**src/rtl/int_to_fp_arb.sv**
```systemverilog
// Iterative 8-bit signed int to 13-bit fp converter
// shared by two requesters with round-robin grant.
module int_to_fp_arb (
  input  logic        clk,
  input  logic        reset,
  input  logic        req0,
  input  logic [7:0]  int0,
  input  logic        req1,
  input  logic [7:0]  int1,
  output logic        ack0,
  output logic        ack1,
  output logic        busy,
  output logic        done_tick,
  output logic        done_id,
  output logic [12:0] fp
);

  localparam logic [1:0] S_IDLE = 2'd0;
  localparam logic [1:0] S_NORM = 2'd1;
  localparam logic [1:0] S_DONE = 2'd2;

  logic [1:0]  state_q, state_d;
  logic        sign_q, sign_d;
  logic [7:0]  mag_q, mag_d;
  logic [3:0]  exp_q, exp_d;
  logic        id_q, id_d;
  logic        last_q, last_d;
  logic [12:0] fp_q, fp_d;
  logic        done_id_q, done_id_d;

  logic        g0, g1;
  logic [7:0]  opnd;

  // Round-robin pick: on a tie, serve the one not served last.
  always_comb begin
    g0 = 1'b0;
    g1 = 1'b0;
    if (state_q == S_IDLE && !reset) begin
      g0 = req0 & (~req1 | last_q);
      g1 = req1 & (~req0 | ~last_q);
    end
    opnd = g1 ? int1 : int0;
  end

  // Next-state: capture on grant, shift-normalize, publish result.
  always_comb begin
    state_d   = state_q;
    sign_d    = sign_q;
    mag_d     = mag_q;
    exp_d     = exp_q;
    id_d      = id_q;
    last_d    = last_q;
    fp_d      = fp_q;
    done_id_d = done_id_q;
    case (state_q)
      S_IDLE: begin
        if (g0 || g1) begin
          sign_d  = opnd[7];
          mag_d   = opnd[7] ? (~opnd + 8'd1) : opnd;
          exp_d   = 4'd8;
          id_d    = g1;
          last_d  = g1;
          state_d = S_NORM;
        end
      end
      S_NORM: begin
        if (mag_q == 8'd0) begin
          sign_d    = 1'b0;
          exp_d     = 4'd0;
          fp_d      = 13'd0;
          done_id_d = id_q;
          state_d   = S_DONE;
        end else if (mag_q[7]) begin
          fp_d      = {sign_q, exp_q, mag_q};
          done_id_d = id_q;
          state_d   = S_DONE;
        end else begin
          mag_d = {mag_q[6:0], 1'b0};
          exp_d = exp_q - 4'd1;
        end
      end
      S_DONE: begin
        state_d = S_IDLE;
      end
      default: begin
        state_d = S_IDLE;
      end
    endcase
  end

  // State and datapath registers; reset aborts any conversion.
  always_ff @(posedge clk or posedge reset) begin
    if (reset) begin
      state_q   <= S_IDLE;
      sign_q    <= 1'b0;
      mag_q     <= 8'd0;
      exp_q     <= 4'd0;
      id_q      <= 1'b0;
      last_q    <= 1'b1;
      fp_q      <= 13'd0;
      done_id_q <= 1'b0;
    end else begin
      state_q   <= state_d;
      sign_q    <= sign_d;
      mag_q     <= mag_d;
      exp_q     <= exp_d;
      id_q      <= id_d;
      last_q    <= last_d;
      fp_q      <= fp_d;
      done_id_q <= done_id_d;
    end
  end

  // Outputs decoded from the registered state.
  always_comb begin
    ack0      = g0;
    ack1      = g1;
    busy      = (state_q != S_IDLE);
    done_tick = (state_q == S_DONE);
    done_id   = done_id_q;
    fp        = fp_q;
  end

endmodule

```
**config.mk**
```make
export PLATFORM = sky130hd
export DESIGN_NAME = int_to_fp_arb
export DESIGN_NICKNAME = d
export VERILOG_FILES = /design/src/rtl/int_to_fp_arb.sv
export SDC_FILE = /design/constraint.sdc
export NUM_CORES = 1
export LEC_CHECK = 0
export CAP_MARGIN = 20
export CORE_UTILIZATION = 45
export DETAILED_ROUTE_END_ITERATION = 8
export MAX_ROUTING_LAYER = met4
export PLACE_DENSITY = 0.76
export SYNTH_ARGS = -nofsm -noshare
export SYNTH_HDL_FRONTEND = slang
export SYNTH_SLANG_ARGS = --single-unit
```
**constraint.sdc**
```tcl
create_clock -name clk -period 1.6 [get_ports clk]
set_input_delay 0.48 -clock clk [delete_from_list [all_inputs] [get_ports clk]]
set_output_delay 0.48 -clock clk [all_outputs]
set_load 0.01 [all_outputs]
```
==> impl_results.md <==
- Outcome: finished with violations
- Failing checks: setup timing
- RSZ-0062 raised after global routing: yes
- First-pass DRT Iterations: 4
- Routed Antenna Nets: 0
- Asr flop ratio synth: 1.00
- Clock share of power: 0.118
- EDFF count, synth: 0
- Ant diodes: 0
- Sum Neg Setup Slack: -3770 ps
- # hold bufs at CTS: 0
- Initial antenna violation count: 0
- Switch share: 0.398
- Nets: ~290
- Die Width: 63.4 um
- Area leader, netlist: dfrtp_1
- H-tree levels: 2
- Post-synth top flop: dfrtp_1
- P&R area growth vs syn: 62.7%
- Clk_lat worst skew: around 280 ps
- Final setup slack of the worst path: -242 ps
- Comb pwr share: 0.587
- Min cycle time layout: between 1500 and 2000 ps
- Largest net degree at the start of global routing: 16
- DPL Wire Length: about 3.4 mm
- Vias in the first global route: roughly 1,700
- Commonest cells after routing, fill and taps aside: buf_4 (45), dfrtp_1 (29), nand2_1 (15), buf_6 (15), dlygate4sd2_1 (15)
- Number of max-cap violations: 0
- Multi-input gate area: around 1000 um^2
- Syn avg cell area: roughly 10 um^2
- Die Y: roughly 63 um
- Fin. max-slew vios: 0
- CTS clk-pin slew, worst paths: about 70 ps
- Placer Congestion: 0.891
- First-pass GRT wire length: 8.42 mm
- Tcrit/Tclk final: 1.15
- Crit Path Class: reg2out
- I/O pin count: 38
- Power Total: 4.76 mW
- Leakage: ~1.3 nW
- Routed wire length: approximately 5.4 mm
- Syn nets: between 150 and 200
- Area contributors post-synth: dfrtp_1 (44%), o21ai_0 (5.9%), xnor2_1 (3.6%)
- Crit end category: primary output
- Mapped Area: 1700 um^2
- Dpl ws: -811 ps
- Clock sinks: 31
- Reg power frac: 0.296
- Pint: 2.86 mW
- DRC viols: 0
- Sequential fraction of the synthesis area: 0.457
- Crit path required time: between 1000 and 1500 ps
- #FFs+latches synth: 31
- Dpl cells: 288
- Final Hold Viols: 0
- Worst Path Arrival: 1360 ps
- Hold crit path type: in2async
- CP max-delay cell: dfrtp_1
- Layout filler cell count: between 200 and 250
- Endpoints failing setup: 30
- Initial Util: 0.490
- CTS Buf Count: 5
- Core Area: 3470 um^2
- Crit Path Max Fanout: 2
- Clk buf depth: 2
- GRT Total Usage: 0.285
- Die area: roughly 4000 um^2
- Top cell type's share of synthesized area: 0.442
- CP max stage delay: ~420 ps
- Synth cell types: 44
- Critical-path cell list: nor3_4, buf_4, and3_4, buf_6
- Reg area: 778 um^2
- Final cell count without fillers: 310
- Most common cell after layout, fill and taps aside: buf_4
- DR WL/cell: between 15 and 20 um
- Peak VDD IR: between 700 and 800 uV
- Synth Warn #: 0
- Slew of the pin with the lowest slew margin: 498 ps
- Skew final: ~9.6 ps
- Layout cell share with drive strength beyond 1: 0.432
- DR iter-0 viols: approximately 120
- CTS tree: yes
- Via count: ~1,800
- PwrDens: around 1700 nW/um^2
- Root Buffer: clkbuf_8
- IO buf count: 37
- CP startpoint kind: flop
- Vias per cell: roughly 5.7
- GRT Residual Overflow: 0
- Fmax: 543 MHz
- Post-synthesis cell count: 170
- Psw: roughly 1.9 mW
- FP Rows: 21
- Relative slew slack: 0.665
-- kinds of logic (layout without fill, tap and decap cells) --
group / Yosys count / after routing / synth area share
fa+ha+maj: 1 / 1 / 0.00736
compound gates: 48 / 49 / 0.186
simple gates: 55 / 55 / 0.183
buf+inv: 13 / 106 / 0.0346
flops: 31 / 31 / 0.457
xor+xnor: 11 / 11 / 0.0567
mux: 11 / 11 / 0.0744
-- path summary, 6_finish.rpt --
kind / startpoint / end / slack, ps / cells past startpoint
max: state_q[0] / ack0 / -240 / 4
min: reset / id_q / 250 / 3
max reg2reg: state_q[0] / mag_q[4] / -230 / 6
min reg2reg: fp[7] / fp[7] / 480 / 1
max in group asynchronous: reset / fp[9] / 880 / 4
min in group clk: fp[7] / fp[7] / 480 / 1
-- cell type report --
class	instances	share of cell area
multi-input cells	127	0.379
flip-flops and latches	31	0.282
repair buffers	92	0.281
clock buffers	6	0.0263
well taps	46	0.0208
inverters	8	0.0113
-- power groups by stage --
| stage | combinational, mW | sequential, mW | clock (mW) |
|---|---|---|---|
| 2_1_floorplan | 1.11 | 1.46 | 0 |
| 3_3_place_gp | 2.20 | 1.37 | 0 |
| 3_5_place_dp | 2.27 | 1.39 | 0 |
| 4_1_cts | 2.48 | 1.39 | 0.557 |
| 5_1_grt | 2.96 | 1.44 | 0.606 |
| 6_report | 2.79 | 1.41 | 0.559 |
-- Yosys cell counts, drive strengths merged (2+ instances only) --
cell type,n
a211oi,2
a21oi,6
a22o,5
a31oi,3
and3,3
buf,3
clkbuf,2
dfrtp,30
inv,7
mux2,7
mux2i,4
nand2,16
nand2b,3
nand3,4
nor2,12
nor2b,2
nor3,3
nor4,2
o21ai,21
o31ai,5
or2,2
or4,5
xnor2,7
xor2,4
-- through the flow --
step / hold slack [ps] / instance area [um^2] / utilization
finish: 255 / 2760 / 0.797
global placement: 462 / 2430 / 0.701
global route: 262 / 2760 / 0.797
floorplan: 455 / 1730 / -
detailed placement: 467 / 2430 / 0.701
CTS: 372 / 2650 / 0.764
-- registers in the layout (all words and copies together) (netlist names) --
name	cells
state_q	2
done_id	1
fp	13
mag_q	8
sign_q	1
id_q	1
exp_q	4
last_q	1
-- critical path: cells and delay by family (launching register included) --
kind | cells | cell delay, ps
DFF | 1 | 420
and+or+nand+nor | 2 | 410
buffers and inverters | 2 | 240
-- metal layers --
metal,part of all wire,wire length [um],GRT usage,vias to the layer above
li1,-,-,-,813
met1,0.40,2130,0.320,865
met2,0.54,2880,0.507,64
met3,0.043,229,0.0507,15
met4,0.025,132,0.0938,0
met5,0,0,-,-
-- timing repair --
item	CTS	global route
cloned	1	0
resized for setup	94	23
pin swaps	25	15
setup endpoints to repair	45	32
buffers inserted	11	6
Note: power is estimated with default switching activity, not from simulation.
